File: config.mk
export PLATFORM = sky130hd
export DESIGN_NAME = ghr_spec_ctrl
export DESIGN_NICKNAME = d
export VERILOG_FILES = /design/src/rtl/ghr_spec_pkg.sv /design/src/rtl/ghr_ckpt_fifo.sv /design/src/rtl/ghr_spec_ctrl.sv
export SDC_FILE = /design/constraint.sdc
export NUM_CORES = 1
export LEC_CHECK = 0
export BUFFER_PORTS_ARGS = -buffer_cell sky130_fd_sc_hd__buf_2
export CORE_UTILIZATION = 42
export CTS_BUF_LIST = sky130_fd_sc_hd__clkbuf_4
export CTS_CLUSTER_SIZE = 24
export DETAILED_ROUTE_END_ITERATION = 12
export HOLD_SLACK_MARGIN = 0.15
export PLACE_DENSITY = 0.63
export SETUP_SLACK_MARGIN = 0.5
export SLEW_MARGIN = 15
export SYNTH_ARGS = -nofsm -noshare
export SYNTH_HDL_FRONTEND = slang
export SYNTH_SLANG_ARGS = --single-unit
File: constraint.sdc
create_clock -name i_Clk -period 4.4 [get_ports i_Clk]
set_input_delay 0.88 -clock i_Clk [delete_from_list [all_inputs] [get_ports i_Clk]]
set_output_delay 0.88 -clock i_Clk [all_outputs]
set_load 0.005 [all_outputs]
File: src/rtl/ghr_spec_pkg.sv
// ghr_spec_pkg
// Shared types and defaults for the GHR speculation controller.
//   GHR_BPRED_WIDTH : default global-history width in bits
//   ghr_entry_t     : checkpoint FIFO entry {checkpoint, pred} at the default width
//   ghr_state_e     : controller FSM states
//   sat_inc16       : 16-bit saturating increment used by the optional
//                     statistics counters (GHR_SPEC_STATS_EN)
package ghr_spec_pkg;

  localparam int GHR_BPRED_WIDTH = 9;

  typedef struct packed {
    logic [GHR_BPRED_WIDTH-1:0] checkpoint;
    logic                       pred;
  } ghr_entry_t;

  typedef enum logic [0:0] {
    ST_RUN     = 1'b0,
    ST_RECOVER = 1'b1
  } ghr_state_e;

  function automatic logic [15:0] sat_inc16(input logic [15:0] value);
    return (value == 16'hFFFF) ? value : value + 16'd1;
  endfunction

endpackage

File: src/rtl/ghr_ckpt_fifo.sv
// ghr_ckpt_fifo
// DEPTH-entry circular FIFO holding {checkpoint, pred} for every in-flight
// branch. Flush empties the FIFO and wins over a same-cycle push or pop.
// Ports:
//   clk, reset  : clock, synchronous active-high reset
//   push        : write push_data at the tail (ignored when full or flushing)
//   push_data   : entry to store
//   pop         : retire the head entry (ignored when empty or flushing)
//   flush       : discard every entry, pointers back to 0
//   head        : oldest entry (combinational read of the head slot)
//   count       : registered occupancy, 0..DEPTH
//   full        : count == DEPTH
module ghr_ckpt_fifo #(
  parameter int DEPTH  = 4,
  parameter int PTR_W  = 2,
  parameter int DATA_W = 10
) (
  input  logic              clk,
  input  logic              reset,
  input  logic              push,
  input  logic [DATA_W-1:0] push_data,
  input  logic              pop,
  input  logic              flush,
  output logic [DATA_W-1:0] head,
  output logic [PTR_W:0]    count,
  output logic              full
);

  localparam logic [PTR_W-1:0] PTR_ONE  = {{(PTR_W-1){1'b0}}, 1'b1};
  localparam logic [PTR_W:0]   CNT_ONE  = {{PTR_W{1'b0}}, 1'b1};
  localparam logic [PTR_W:0]   CNT_ZERO = {(PTR_W+1){1'b0}};

  logic [DATA_W-1:0] mem_r [DEPTH];
  logic [PTR_W-1:0]  head_ptr_r;
  logic [PTR_W-1:0]  tail_ptr_r;
  logic [PTR_W:0]    count_r;
  logic              full_s;
  logic              do_push_s;
  logic              do_pop_s;

  // Qualify push/pop against occupancy and flush
  always_comb begin
    full_s    = (count_r == (PTR_W+1)'(DEPTH));
    do_push_s = push & ~flush & ~full_s;
    do_pop_s  = pop & ~flush & (count_r != CNT_ZERO);
  end

  // Entry storage; contents beyond count are don't-care so no reset needed
  always_ff @(posedge clk) begin
    if (do_push_s) begin
      mem_r[tail_ptr_r] <= push_data;
    end
  end

  // Pointer and occupancy update; pointers wrap naturally at DEPTH (power of two)
  always_ff @(posedge clk) begin
    if (reset || flush) begin
      head_ptr_r <= {PTR_W{1'b0}};
      tail_ptr_r <= {PTR_W{1'b0}};
      count_r    <= CNT_ZERO;
    end else begin
      if (do_push_s) begin
        tail_ptr_r <= tail_ptr_r + PTR_ONE;
      end
      if (do_pop_s) begin
        head_ptr_r <= head_ptr_r + PTR_ONE;
      end
      case ({do_push_s, do_pop_s})
        2'b10:   count_r <= count_r + CNT_ONE;
        2'b01:   count_r <= count_r - CNT_ONE;
        default: count_r <= count_r;
      endcase
    end
  end

  assign head  = mem_r[head_ptr_r];
  assign count = count_r;
  assign full  = full_s;

endmodule

File: src/rtl/ghr_spec_ctrl.sv
// ghr_spec_ctrl
// Speculation controller between DEC/EX and the global history register.
// Checkpoints GHR + prediction for each accepted DEC branch, gates the
// speculative GHR shift, resolves EX branches against the oldest in-flight
// entry and, on a mispredict, issues a one-cycle GHR repair while flushing
// all younger (wrong-path) entries.
// Optional: define GHR_SPEC_STATS_EN to add o_Branch_Count and
// o_Mispredict_Count (16-bit saturating).
// Ports:
//   i_Clk, i_Reset          : clock, synchronous active-high reset
//   i_DEC_Is_Branch         : branch in DEC this cycle
//   i_Prediction            : predicted direction (1 = taken)
//   i_Global_History        : current GHR, checkpointed on accept
//   i_ALU_Branch_Valid      : branch resolving in EX this cycle
//   i_ALU_Branch_Outcome    : resolved direction
//   o_GHR_Shift_En/_Bit     : combinational speculative shift request
//   o_GHR_Restore_En/_Value : registered repair pulse and value
//   o_Mispredict            : registered pulse with the repair
//   o_DEC_Stall             : combinational, FIFO full or recovering
//   o_Inflight_Count        : registered FIFO occupancy
//   o_Underflow             : sticky, resolution seen with nothing in flight
module ghr_spec_ctrl
  import ghr_spec_pkg::*;
#(
  parameter int BPRED_WIDTH = GHR_BPRED_WIDTH,
  parameter int DEPTH       = 4,
  parameter int PTR_W       = 2
) (
  input  logic                   i_Clk,
  input  logic                   i_Reset,
  input  logic                   i_DEC_Is_Branch,
  input  logic                   i_Prediction,
  input  logic [BPRED_WIDTH-1:0] i_Global_History,
  input  logic                   i_ALU_Branch_Valid,
  input  logic                   i_ALU_Branch_Outcome,
  output logic                   o_GHR_Shift_En,
  output logic                   o_GHR_Shift_Bit,
  output logic                   o_GHR_Restore_En,
  output logic [BPRED_WIDTH-1:0] o_GHR_Restore_Value,
  output logic                   o_Mispredict,
  output logic                   o_DEC_Stall,
  output logic [PTR_W:0]         o_Inflight_Count,
  output logic                   o_Underflow
`ifdef GHR_SPEC_STATS_EN
  ,
  output logic [15:0]            o_Branch_Count,
  output logic [15:0]            o_Mispredict_Count
`endif
);

  localparam int ENTRY_W = BPRED_WIDTH + 1;
  localparam logic [PTR_W:0] CNT_ZERO = {(PTR_W+1){1'b0}};

  ghr_state_e             state_r;
  logic [ENTRY_W-1:0]     head_s;
  logic [PTR_W:0]         count_s;
  logic                   full_s;
  logic                   stall_s;
  logic                   accept_s;
  logic                   resolve_s;
  logic                   pop_valid_s;
  logic                   mispredict_s;
  logic                   retire_s;
  logic                   ckpt_msb_unused_s;
  logic                   restore_en_r;
  logic                   mispredict_r;
  logic                   underflow_r;
  logic [BPRED_WIDTH-1:0] restore_value_r;

  // The checkpoint MSB shifts out of the GHR on repair, so it is never read
  assign ckpt_msb_unused_s = head_s[ENTRY_W-1];

  // Accept/resolve decode; stall depends only on registered state so a
  // same-cycle pop never opens a slot for a push
  always_comb begin
    stall_s      = full_s | (state_r == ST_RECOVER);
    accept_s     = i_DEC_Is_Branch & ~stall_s;
    resolve_s    = i_ALU_Branch_Valid & (state_r == ST_RUN);
    pop_valid_s  = resolve_s & (count_s != CNT_ZERO);
    mispredict_s = pop_valid_s & (head_s[0] != i_ALU_Branch_Outcome);
    retire_s     = pop_valid_s & ~mispredict_s;
  end

  ghr_ckpt_fifo #(
    .DEPTH  (DEPTH),
    .PTR_W  (PTR_W),
    .DATA_W (ENTRY_W)
  ) u_ckpt_fifo (
    .clk       (i_Clk),
    .reset     (i_Reset),
    .push      (accept_s),
    .push_data ({i_Global_History, i_Prediction}),
    .pop       (retire_s),
    .flush     (mispredict_s),
    .head      (head_s),
    .count     (count_s),
    .full      (full_s)
  );

  // FSM plus registered repair pulse, repair value and sticky underflow
  always_ff @(posedge i_Clk) begin
    if (i_Reset) begin
      state_r         <= ST_RUN;
      restore_en_r    <= 1'b0;
      mispredict_r    <= 1'b0;
      restore_value_r <= {BPRED_WIDTH{1'b0}};
      underflow_r     <= 1'b0;
    end else begin
      restore_en_r <= mispredict_s;
      mispredict_r <= mispredict_s;
      if (mispredict_s) begin
        // Checkpoint taken before this branch shifted, so append the real outcome
        restore_value_r <= {head_s[ENTRY_W-2:1], i_ALU_Branch_Outcome};
      end
      if (resolve_s && (count_s == CNT_ZERO)) begin
        underflow_r <= 1'b1;
      end
      case (state_r)
        ST_RUN: begin
          if (mispredict_s) begin
            state_r <= ST_RECOVER;
          end
        end
        ST_RECOVER: state_r <= ST_RUN;
        default:    state_r <= ST_RUN;
      endcase
    end
  end

`ifdef GHR_SPEC_STATS_EN
  logic [15:0] branch_count_r;
  logic [15:0] mispredict_count_r;

  // Saturating resolution statistics
  always_ff @(posedge i_Clk) begin
    if (i_Reset) begin
      branch_count_r     <= 16'd0;
      mispredict_count_r <= 16'd0;
    end else begin
      if (pop_valid_s) begin
        branch_count_r <= sat_inc16(branch_count_r);
      end
      if (mispredict_s) begin
        mispredict_count_r <= sat_inc16(mispredict_count_r);
      end
    end
  end

  assign o_Branch_Count     = branch_count_r;
  assign o_Mispredict_Count = mispredict_count_r;
`endif

  assign o_GHR_Shift_En      = accept_s;
  assign o_GHR_Shift_Bit     = i_Prediction;
  assign o_GHR_Restore_En    = restore_en_r;
  assign o_GHR_Restore_Value = restore_value_r;
  assign o_Mispredict        = mispredict_r;
  assign o_DEC_Stall         = stall_s;
  assign o_Inflight_Count    = count_s;
  assign o_Underflow         = underflow_r;

endmodule

# After elaboration in Yosys (flattened, before gate mapping)
# Memory sizes are Yosys's and may differ from the RTL's. A register that Yosys moved wholly into a read port is not among the register bits.
# Index checks and enable logic that the tools add are counted.
# word_totals
latch_bits	0
output_inout_bits	18
word_cells	42
in_bits	15
ram_bits	40
regBits	19
n_memories	1
romBits	0
# classes
n_bitwise	14
n_mul	0
eq_ne	4
div	0
n_shift	0
add_sub_neg	4
order_cmp	0
reduce_logical	5
muxes	7
# mem_list
memory	words	word_bits	read_ports	rd_clocked_by_memory_dff	write_ports	line_no	rtl
u_ckpt_fifo.mem_r	4	10	1	1	1	ghr_ckpt_fifo.sv:33	logic [DATA_W-1:0] mem_r [DEPTH];
# op_table
operator	n
$and A1 B1 Y1	9
$pmux W3 S2	1
$add A2 B1 Y2 const B	2
$mux W2	2
$not A1 Y1	4
$add A3 B1 Y3 const B	1
$eq A3 B3 Y1 const B	1
$logic_not A3 Y1	1
$mux W1	3
$reduce_bool A3 Y1	1
$sub A3 B1 Y3 const B	1
$eq A2 B1 Y1 const B	1
$eq A2 B2 Y1 const B	1
$pmux W1 S2	1
$reduce_bool A2 Y1	1
$logic_and A1 B1 Y1	1
$logic_or A1 B1 Y1	1
$ne A1 B1 Y1	1
$or A1 B1 Y1	1

# Longest topological paths before layout
# Gate-level depths: netlist (run 1).
# logic_depth
word_depth	10
ltp_mapped	12

# Hierarchy
# Synthesis (run 1) repeated with hierarchy kept, for this count alone.
# unflattened
hier_cells	168
hier_area_um2	2514.9
# by_module_without_submodules
mod	cells_each	n_inst	seq_area_each_um2	area_each_um2
ghr_ckpt_fifo	108	1	1381.3	1944.4
ghr_spec_ctrl	60	1	240.2	570.5

# Least setup slack after synthesis (run 1)
# No wires, ideal clock.
# synth_timing
kind	input to register
start	input port i_DEC_Is_Branch
end	register u_ckpt_fifo.count_r[1] (netlist: u_ckpt_fifo.count[1])
arrival_time_ns	2.599
setup_slack_ns	1.737
path_buffers	0
stages	10
required_time_ns	4.336
path_cell_list	inv_1 a211oi_1 a21boi_1 inv_1 ha_1 inv_1 fa_1 nor2_1 a21oi_1 nor2_1
# synth_via
elab_chain_cells	5
# synth_rtl
item	line_no	rtl
start: declaration	ghr_spec_ctrl.sv:31	input logic i_DEC_Is_Branch,
$and A1 B1 Y1 *	ghr_spec_ctrl.sv:77	accept_s = i_DEC_Is_Branch & ~stall_s;
named net o_GHR_Shift_En	ghr_spec_ctrl.sv:36	output logic o_GHR_Shift_En,
$and A1 B1 Y1 * (2 in a row)	ghr_ckpt_fifo.sv:44	do_push_s = push & ~flush & ~full_s;
$eq A2 B1 Y1 / $eq A2 B2 Y1 (equally long branches)	ghr_ckpt_fifo.sv:68	case ({do_push_s, do_pop_s})
$pmux W3 S2 / $reduce_bool A2 Y1 (equally long branches)	--	
end signal: assignment	ghr_ckpt_fifo.sv:69	2'b10: count_r <= count_r + CNT_ONE;
end signal: assignment	ghr_ckpt_fifo.sv:70	2'b01: count_r <= count_r - CNT_ONE;
end signal: assignment	ghr_ckpt_fifo.sv:71	default: count_r <= count_r;
end: declaration	ghr_ckpt_fifo.sv:36	logic [PTR_W:0] count_r;
# The timed path passes the listed nets; every way through them passes the cells marked *.
# A chain may end at the register's enable or synchronous reset.

==> results of run 1 <==
## per-stage QoR
stage | hold WS (ps) | instances | area (um2)
finish | 476 | 244 | 2520
global route | 511 | 244 | 2520
CTS | 481 | 244 | 2520
detailed placement | 455 | 229 | 2390
global placement | 453 | 229 | 2390
floorplan | 460 | 136 | 2190
## cells by family after synthesis
group | after synthesis | synth area share (%)
compound gates | 19 | 6.57
xor+xnor | 6 | 2.40
fa+ha+maj | 6 | 3.77
buf+inv | 12 | 2.80
flops | 57 | 68.6
mux | 10 | 9.71
simple gates | 26 | 6.17
## synthesized netlist by cell type
| library cell | instances |
|---|---|
| ha_1 | 5 |
| nor3_1 | 2 |
| and2_1 | 5 |
| a21oi_1 | 4 |
| a21o_1 | 2 |
| mux4_2 | 9 |
| edfxtp_1 | 36 |
| buf_6 | 1 |
| nand4b_1 | 1 |
| nand3b_1 | 1 |
| buf_4 | 2 |
| fa_1 | 1 |
| nor2_1 | 10 |
| nor2b_1 | 1 |
| clkbuf_1 | 1 |
| xor2_1 | 3 |
| xnor2_1 | 3 |
| a31oi_1 | 1 |
| mux2i_1 | 1 |
| a21oi_2 | 1 |
| inv_1 | 7 |
| nand2_1 | 3 |
| a22o_1 | 9 |
| clkbuf_2 | 1 |
| nor3_2 | 1 |
| a211oi_1 | 1 |
| a21boi_1 | 1 |
| dfxtp_1 | 21 |
| or3_1 | 2 |
## metal layers
layer / vias up / track usage [%] / share of wire [%]
li1: 581 / - / -
met1: 582 / 18.3 / 45
met2: 30 / 23.3 / 47
met3: 10 / 5.15 / 4.2
met4: 0 / 12.4 / 3.3
met5: - / 0 / 0
## final timing paths
| path | startpoint | to |
|---|---|---|
| worst max-delay path | flop | u_ckpt_fifo.count[2]$_SDFFE_PP0P_ |
| worst min-delay path | o_GHR_Restore_Value[1]$_SDFFE_PP0P_ | o_GHR_Restore_Value[1]$_SDFFE_PP0P_ |
| worst max register to register | flop | u_ckpt_fifo.count[2]$_SDFFE_PP0P_ |
| worst min register to register | o_GHR_Restore_Value[1]$_SDFFE_PP0P_ | o_GHR_Restore_Value[1]$_SDFFE_PP0P_ |
## registers in the layout, indices dropped and copies added, names as in the netlist, named ones only
name / count
o_GHR_Restore_Value: 9
o_Mispredict: 1
o_Underflow: 1
state_r: 1
u_ckpt_fifo.count: 3
u_ckpt_fifo.head_ptr_r: 2
u_ckpt_fifo.mem_r: 36
u_ckpt_fifo.tail_ptr_r: 2
## power groups by stage
stage | logic, W | registers, W | clock network [W]
final | 0.000293 | 0.000717 | 0.000352
after global routing | 0.000334 | 0.000732 | 0.000384
after CTS | 0.000299 | 0.000719 | 0.000358
after detailed placement | 0.000299 | 0.000731 | 0
after global placement | 0.000292 | 0.000725 | 0
after floorplan | 0.000228 | 0.000710 | 0
## area by class of cell
class	count	area, um2
inverters	7	26.3
multi-input cells	67	627
well taps	67	83.8
fillers	438	2360
flip-flops and latches	57	1500
repair buffers	31	155
clock inverters	5	47.5
clock buffers	10	75.1
==> qor.txt, run 1 <==
DR vias/cell - 4.93
Commonest non-fill, non-tap cell in the layout - edfxtp_1
Max Slew Vio Count - 0
CTS tree - built
Maxcap violations - 0
CTS Buf Count - 9
Yosys top cell area share - 49.4%
Synth unique cells - 29
Setup ws final - 1270 ps
Pleak - 0.953 nW
Max Clock Freq - 0.319 GHz
YS warnings - 0
Core area - 0.00488 mm2
R2r setup slk - 1270 ps
Synth Cell Area - 0.00219 mm2
Critical-path cell list - mux4_2, xor2_1, a21boi_1, inv_1, ha_1, inv_1, fa_1, xor2_1, nor2_1, xnor2_1, nor2_1
CP max stage cell - dfxtp_1
# rows - 25
Pwr per Cell Area - 541 mW/mm2
Die Ht - 74.2 um
Post-DP HPWL - 2.36 mm
Final ANT Viol Nets - 0
Share of power burned in registers - 52.7%
Worst setup SP type - flop
Combinational Power Share - 21.5%
Net Sw Power - 0.000388 W
Die width - 74.2 um
Setup CP Type - flop to flop
GRT Util Overall - 15.5%
Hold_buf cts - 0
Initial DRT Pass Iterations - 4
Residual DRC count - 0
Finish-stage setup viols - 0
Worst Skew - 8.87 ps
Tcrit/Tclk final - 71.2%
Synthesis-stage register bit count - 57
Unrepaired setup endpoints after global routing - false
Status - completed
Final Wtd Congestion - 0.658
Final nets - 194
Critical-path maximum fanout - 9
Min Tclk post-route - 3130 ps
Final Hold Vio Count - 0
N_diodes - 0
Clock Pin Slew Worst Setup and Hold Paths - 90 ps
Yosys top cell by area - edfxtp_1
I/O pin count - 33
Initial DRC count - 62
Worst EP arrival - 3420 ps
Synthesis-to-layout area growth - 14.9%
WHS Path Cells - 1
Layout cells sized above 1 - 31.1%
Worst path depth - 11
Worst skew pair latency - 390 ps
Sequential fraction of the synthesis area - 68.6%
Critical path buffers and inverters - 2
CP Capture Type - flop
Clk pwr share - 25.9%
GRT overflow - 0
Crit path max-delay family - flip-flops
Mean Syn Cell Area - 16.1 um2
VDD IR max - 199 uV
Setup tns final - 0 ps
Slowest Stage Delay on Critical Path - 740 ps
Slew @ Worst Pin - 819 ps
Routed Wire Length - 3.62 mm
Routed wire length per instance - 14.8 um
Worst reg2reg path depth - 11
Initial antenna violation count - 0
Root Buffer Master - clkbuf_4
Cts repair resizes - 0
Starting density of the core - 44.9%
Mapped Cells - 136
Setup bufs post-CTS - 0
Total Die Area - 0.00551 mm2
Sw frac - 28.5%
Largest net degree at the start of global routing - 11
# port buffers - 31
Layout Utilization - 51.6%
Vias in the first global route - 1202
Worst min-delay path class - flop to flop
Largest cells by area after synthesis - edfxtp_1 (49%), dfxtp_1 (19%), mux4_2 (9.3%)
Clock Path Buffers - 2
Synth Net Count - 157
Rel. slew slack - 45.1%
Worst Path Required - 4690 ps
Place WS - 1230 ps
Internal power - 0.000973 W
H-tree level count - 3
Via count - 1203
Total power - 0.00136 W
Clock sink count - 57
First-pass GRT wire length - 5.69 mm
Most frequent cells in the layout - edfxtp_1 (36), buf_2 (31), dfxtp_1 (21)
Note: power is estimated with default switching activity, not from simulation.
==> inputs of run 2 (changes only) <==
clock period = 3.1 ns   (was 4.4 ns; I/O delays follow)
==> qor.txt, run 2 (same netlist as run 1, synthesis figures left out) <==
Final ANT Viol Nets - 0 (unchanged)
Max FFs per register - 36 (unchanged)
Total Die Area - 0.00551 mm2 (unchanged)
Clock sink count - 57 (unchanged)
GRT Util Overall - 16.0% (was 15.5%)
Max Clock Freq - 0.401 GHz (was 0.319 GHz)
Largest Register - u_ckpt_fifo.mem_r (unchanged)
RR Endpoint - u_ckpt_fifo.count[2]$_SDFFE_PP0P_ (unchanged)
Final nets - 199 (was 194)
Post-DP HPWL - 2.46 mm (was 2.36 mm)
GRT overflow - 0 (unchanged)
Routed Wire Length - 3.67 mm (was 3.62 mm)
Worst setup SP type - flop (unchanged)
Maxcap violations - 0 (unchanged)
Max Slew Vio Count - 0 (unchanged)
Share of power burned in registers - 50.5% (was 52.7%)
Initial DRC count - 52 (was 62)
Sw frac - 28.2% (was 28.5%)
Place WS - 525 ps (was 1230 ps)
Setup CP Type - flop to flop (unchanged)
CTS tree - built (unchanged)
Slew @ Worst Pin - 732 ps (was 819 ps)
RR Startpoint - u_ckpt_fifo.mem_r[3][0]$_DFFE_PP_
Setup tns final - 0 ps (unchanged)
Clk pwr share - 25.3% (was 25.9%)
Worst EP arrival - 2770 ps (was 3420 ps)
Hold_sp - i_Global_History[6] (was o_GHR_Restore_Value[1]$_SDFFE_PP0P_)
DR vias/cell - 4.90 (was 4.93)
Pwr per Cell Area - 768 mW/mm2 (was 541 mW/mm2)
Critical-path cell list - mux4_2, xor2_4, a21boi_2, inv_1, ha_2, inv_1, fa_1, xor2_1, nor2_1, xnor2_1, nor2_1 (was mux4_2, xor2_1, a21boi_1, inv_1, ha_1, inv_1, fa_1, xor2_1, nor2_1, xnor2_1, nor2_1)
Hold_ws - 442 ps (was 476 ps)
Pleak - 0.983 nW (was 0.953 nW)
Clock Path Buffers - 2 (unchanged)
Critical-path maximum fanout - 5 (was 9)
Commonest non-fill, non-tap cell in the layout - edfxtp_1 (unchanged)
Synthesis-to-layout area growth - 18.1% (was 14.9%)
Worst min-delay path class - primary input to flop (was flop to flop)
Setup ws final - 607 ps (was 1270 ps)
Layout cells sized above 1 - 35.0% (was 31.1%)
Worst skew pair latency - 390 ps (about the same)
Worst Skew - 6.24 ps (was 8.87 ps)
Worst reg2reg path depth - 11 (unchanged)
Layout Utilization - 53.0% (was 51.6%)
First-pass GRT wire length - 6.00 mm (was 5.69 mm)
Combinational Power Share - 24.2% (was 21.5%)
Starting density of the core - 44.9% (unchanged)
VDD IR max - 391 uV (was 199 uV)
R2r setup slk - 610 ps (was 1270 ps)
Die width - 74.2 um (unchanged)
Die Ht - 74.2 um (unchanged)
Cells after DPL - 232 (was 229)
Final Hold Vio Count - 0 (unchanged)
Net Sw Power - 0.000560 W (was 0.000388 W)
Root Buffer Master - clkbuf_4 (unchanged)
Residual DRC count - 0 (unchanged)
N_diodes - 0 (unchanged)
Most frequent cells in the layout - edfxtp_1 (36), buf_2 (31), dfxtp_1 (20) (was edfxtp_1 (36), buf_2 (31), dfxtp_1 (21))
# port buffers - 31 (unchanged)
Footprint of the multi-input gates - 652 um2 (was 627 um2)
Final Wtd Congestion - 0.750 (was 0.658)
Finish-stage setup viols - 0 (unchanged)
Largest net degree at the start of global routing - 11 (unchanged)
Final non-filler cell total - 250 (was 244)
Register area - 0.00150 mm2 (about the same)
Vias in the first global route - 1217 (was 1202)
Unrepaired setup endpoints after global routing - false (unchanged)
Slowest Stage Delay on Critical Path - 560 ps (was 740 ps)
Core area - 0.00488 mm2 (unchanged)
Fillers - 420 (was 438)
Initial DRT Pass Iterations - 4 (unchanged)
Worst Path Required - 3380 ps (was 4690 ps)
Initial antenna violation count - 0 (unchanged)
WHS Path Cells - 1 (unchanged)
CTS Buf Count - 9 (unchanged)
CP Capture Type - flop (unchanged)
Hold_buf cts - 0 (unchanged)
H-tree level count - 3 (unchanged)
I/O pin count - 33 (unchanged)
Via count - 1225 (was 1203)
# rows - 25 (unchanged)
Clock Pin Slew Worst Setup and Hold Paths - 90 ps (about the same)
Status - completed (unchanged)
CP max stage cell - mux4_2 (was dfxtp_1)
Routed wire length per instance - 14.7 um (was 14.8 um)
Internal power - 0.00143 W (was 0.000973 W)
Hold Path Sink - u_ckpt_fifo.mem_r[3][7]$_DFFE_PP_ (was o_GHR_Restore_Value[1]$_SDFFE_PP0P_)
Rel. slew slack - 50.9% (was 45.1%)
Min Tclk post-route - 2490 ps (was 3130 ps)
Tcrit/Tclk final - 80.4% (was 71.2%)
## run 2: cell count changes in the layout (fill, tap and decap cells not counted), sizes merged
cell	delta
buf	+5
clkbuf	+1
## run 2: metrics by stage
| stage | cell area, um2 | total power (W) |
|---|---|---|
| floorplan | 2200 | 0.00133 |
| global placement | 2420 | 0.00146 |
| detailed placement | 2420 | 0.00148 |
| CTS | 2550 | 0.00198 |
| global route | 2590 | 0.00212 |
| finish | 2590 | 0.00199 |
## run 2: repair_timing
action,CTS,global route
gates resized for setup,0,4
setup endpoints to repair,0,2
setup buffers,0,2
## run 2: metal layers
layer  global-route usage, %  share of wire [%]  vias up
li1                        -                  -      596
met1                    18.7                 43      590
met2                    25.6                 50       34
met3                    7.72                5.5        5
met4                    6.41               0.76        0
met5                       0                  0        -
## run 2: power by group through the flow
stage	sequential [W]	combinational [W]	clock, W
after floorplan	0.00101	0.000327	0
after global placement	0.00101	0.000446	0
after detailed placement	0.00102	0.000458	0
after CTS	0.00100	0.000460	0.000521
after global routing	0.00102	0.000542	0.000557
final	0.00100	0.000481	0.000502
## run 2: critical path: cells and delay by family, from the launching register on
kind	cells	cell delay, ps
xor+xnor	3	530
buf+inv	2	110
fa+ha+maj	2	560
simple gates	2	160
mux	1	560
compound gates	1	80
flops	1	380
## run 2: worst max-delay path by stage
stage	startpoint	cells past startpoint	slack (ps)	endpoint
2_1_floorplan	flop	12	570	u_ckpt_fifo.count[2]$_SDFFE_PP0P_
3_3_place_gp	flop	11	590	u_ckpt_fifo.count[2]$_SDFFE_PP0P_
3_5_place_dp	flop	11	520	u_ckpt_fifo.count[2]$_SDFFE_PP0P_
4_1_cts	flop	11	510	u_ckpt_fifo.count[2]$_SDFFE_PP0P_
5_1_grt	u_ckpt_fifo.mem_r[3][0]$_DFFE_PP_	11	480	u_ckpt_fifo.count[2]$_SDFFE_PP0P_
6_report	u_ckpt_fifo.mem_r[3][0]$_DFFE_PP_	11	610	u_ckpt_fifo.count[2]$_SDFFE_PP0P_
## run 2: cell type report
class                           count  area share [%]
Sequential cell                    57            58.1
Multi-Input combinational cell     67            25.2
Clock inverter                      5            1.79
Tap cell                           67            3.24
Timing Repair Buffer               36            7.45
Clock buffer                       11            3.19
Inverter                            7            1.02
==> inputs of run 3 (changes only) <==
ABC_AREA = 1   (was not set)
PLACE_DENSITY = 0.62   (was 0.63)
clock period = 2.5 ns   (was 3.1 ns; I/O delays follow)
==> qor.txt, run 3 <==
Final nets - 283 (was 199)
N_diodes - 0 (unchanged)
Worst Path Required - 2800 ps (was 3380 ps)
Via count - 1578 (was 1225)
GRT Util Overall - 16.4% (was 16.0%)
Clock sink count - 57 (unchanged)
H-tree level count - 3 (unchanged)
Clock Path Buffers - 2 (unchanged)
Total Die Area - 0.00594 mm2 (was 0.00551 mm2)
Sequential fraction of the synthesis area - 63.4% (was 68.6%)
Tcrit/Tclk final - 80.1% (was 80.4%)
Cells after DPL - 312 (was 232)
Share of power burned in registers - 50.3% (was 50.5%)
Unrepaired setup endpoints after global routing - true (was false)
Final non-filler cell total - 337 (was 250)
Mean Syn Cell Area - 11.2 um2 (was 16.1 um2)
Worst EP arrival - 2300 ps (was 2770 ps)
Pleak - 1.18 nW (was 0.983 nW)
Largest net degree at the start of global routing - 17 (was 11)
Most frequent cell after synthesis - edfxtp_1 (unchanged)
Synth unique cells - 26 (was 29)
Finish-stage setup viols - 0 (unchanged)
Worst skew pair latency - 400 ps (was 390 ps)
YS warnings - 0 (unchanged)
I/O pin count - 33 (unchanged)
Max Clock Freq - 0.500 GHz (was 0.401 GHz)
Initial DRC count - 70 (was 52)
Max FFs per register - 36 (unchanged)
CP Capture Type - flop (unchanged)
Initial DRT Pass Iterations - 4 (unchanged)
Routed Wire Length - 4.49 mm (was 3.67 mm)
Worst min-delay path class - primary input to flop (unchanged)
Most frequent cells in the layout - edfxtp_1 (36), buf_2 (31), nand2_1 (30) (was edfxtp_1 (36), buf_2 (31), dfxtp_1 (20))
Worst path most repeated cell - nand2_2
GRT overflow - 0 (unchanged)
Synth Cell Area - 0.00237 mm2 (was 0.00219 mm2)
Asr flop ratio synth - 0% (unchanged)
Post-DP HPWL - 2.88 mm (was 2.46 mm)
CP max stage cell - dfxtp_4 (was mux4_2)
Setup tns final - 0 ps (unchanged)
Routed wire length per instance - 13.3 um (was 14.7 um)
Clk pwr share - 24.5% (was 25.3%)
Synthesis-stage register bit count - 57 (unchanged)
Max Slew Vio Count - 0 (unchanged)
Combinational Power Share - 25.2% (was 24.2%)
Hold_sp - i_Global_History[1] (was i_Global_History[6])
CTS tree - built (unchanged)
Slowest Stage Delay on Critical Path - 410 ps (was 560 ps)
Number of enable flip-flop cells after synthesis - 36 (unchanged)
Residual DRC count - 0 (unchanged)
Yosys top cell by area - edfxtp_1 (unchanged)
Final Wtd Congestion - 0.738 (was 0.750)
Final Hold Vio Count - 0 (unchanged)
Net Sw Power - 0.000800 W (was 0.000560 W)
VDD IR max - 347 uV (was 391 uV)
Maxcap violations - 0 (unchanged)
Rel. slew slack - 64.8% (was 50.9%)
Final ANT Viol Nets - 0 (unchanged)
Largest Register - u_ckpt_fifo.mem_r (unchanged)
Critical-path maximum fanout - 4 (was 5)
Commonest non-fill, non-tap cell in the layout - edfxtp_1 (unchanged)
Main synth FF type - edfxtp_1 (unchanged)
Leading cell types by count after synthesis - edfxtp_1 (36), nand2_1 (34), nor2_1 (30) (was edfxtp_1 (36), dfxtp_1 (21), nor2_1 (10))
Initial antenna violation count - 0 (unchanged)
Die width - 77.1 um (was 74.2 um)
Mapped Cells - 212 (was 136)
Synth Net Count - 233 (was 157)
Synthesis-to-layout area growth - 21.0% (was 18.1%)
Worst setup SP type - flop (unchanged)
DR vias/cell - 4.68 (was 4.90)
Clock Pin Slew Worst Setup and Hold Paths - 120 ps (was 90 ps)
Pwr per Cell Area - 839 mW/mm2 (was 768 mW/mm2)
# rows - 26 (was 25)
Largest cells by area after synthesis - edfxtp_1 (46%), dfxtp_1 (18%), nand2_1 (5.4%) (was edfxtp_1 (49%), dfxtp_1 (19%), mux4_2 (9.3%))
Sw frac - 33.3% (was 28.2%)
Die Ht - 77.1 um (was 74.2 um)
Layout cells sized above 1 - 37.1% (was 35.0%)
Critical-path cell list - inv_8, nand2_2, nand3_2, nand2_1, nand2_2, nand2_2, nand2_2, inv_2, ha_4, inv_4, fa_2, a21oi_2, o21ai_1, xor2_1, nor2_1 (was mux4_2, xor2_4, a21boi_2, inv_1, ha_2, inv_1, fa_1, xor2_1, nor2_1, xnor2_1, nor2_1)
Status - completed (unchanged)
Slew @ Worst Pin - 528 ps (was 732 ps)
CTS Buf Count - 9 (unchanged)
Root Buffer Master - clkbuf_4 (unchanged)
Setup CP Type - flop to flop (unchanged)
Yosys top cell area share - 45.7% (was 49.4%)
Worst Skew - 24.2 ps (was 6.24 ps)
Vias in the first global route - 1433 (was 1217)
Internal power - 0.00160 W (was 0.00143 W)
First-pass GRT wire length - 7.15 mm (was 6.00 mm)
Core area - 0.00527 mm2 (was 0.00488 mm2)
Fillers - 472 (was 420)
# port buffers - 31 (unchanged)
Starting density of the core - 44.9% (about the same)
Min Tclk post-route - 2000 ps (was 2490 ps)
[run 3: cell count changes after synthesis, sizes merged, moves of 8 or more]
cell   before  now
mux4        9    0
o22ai       0    8
nand3       0   16
o21ai       0   17
nor2       10   31
nand2       3   38
a22o        9    0
inv         7   19
[run 3: critical path, delay by kind of cell (launching register included)]
kind	cells	cell delay (ps)
DFF	1	410
adders and majority gates	2	490
xor gates and xnor gates	1	150
buffers and inverters	3	140
and+or+nand+nor	7	490
AOI/OAI and AO/OA	2	200
[run 3: what timing repair did]
item,CTS,global route
endpoints found under the setup margin,2,3
buffers inserted,4,5
resized for setup,11,9
pin swaps,7,6
hold buffers,0,0
[run 3: final cells by class]
class / count / area, um2 / area share [%]
clock buffers: 9 / 67.6 / 2.36
clock inverters: 7 / 55.1 / 1.92
inverters: 19 / 86.3 / 3.01
multi-input cells: 128 / 782 / 27.3
flip-flops and latches: 57 / 1510 / 52.8
well taps: 70 / 87.6 / 3.06
repair buffers: 47 / 275 / 9.61
[run 3: power groups by stage]
stage | combinational, W | sequential, W | clock (W)
2_1_floorplan | 0.000368 | 0.00121 | 0
3_3_place_gp | 0.000520 | 0.00122 | 0
3_5_place_dp | 0.000533 | 0.00122 | 0
4_1_cts | 0.000567 | 0.00120 | 0.000606
5_1_grt | 0.000680 | 0.00123 | 0.000647
6_report | 0.000606 | 0.00121 | 0.000589
[run 3: cells by family after synthesis]
| group | synth area share, % |
|---|---|
| AOI/OAI and AO/OA | 7.35 |
| xor gates and xnor gates | 0.370 |
| adders and majority gates | 3.49 |
| buffers and inverters | 5.81 |
| DFF | 63.4 |
| and+or+nand+nor | 19.6 |
[run 3: per-layer routing]
layer	routed length, um	up-vias	global-route usage, %
li1	-	816	-
met1	2150	712	21.4
met2	2050	39	24.1
met3	174	11	4.64
met4	113	0	10.2
met5	0	-	0
[run 3: metrics by stage]
step / setup WS, ps / instance area [um2] / total power (W) / hold WS, ps / utilization, %
3_5_place_dp: 351 / 2620 / 0.00175 / 453 / 49.7
4_1_cts: 519 / 2800 / 0.00238 / 281 / 53.1
5_1_grt: 374 / 2870 / 0.00255 / 282 / 54.4
6_report: 498 / 2870 / 0.00240 / 312 / 54.4
3_3_place_gp: 359 / 2620 / 0.00174 / 448 / 49.7
2_1_floorplan: 501 / 2390 / 0.00158 / 443 / -
[run 3: path summary, 6_finish.rpt]
kind,to,slack (ps),cells after the start
worst max register to register,u_ckpt_fifo.count[2]$_SDFFE_PP0P_,500,15
worst max-delay path,u_ckpt_fifo.count[2]$_SDFFE_PP0P_,500,15
worst min register to register,o_GHR_Restore_Value[5]$_SDFFE_PP0P_,470,2
worst min-delay path,u_ckpt_fifo.mem_r[1][2]$_DFFE_PP_,310,1
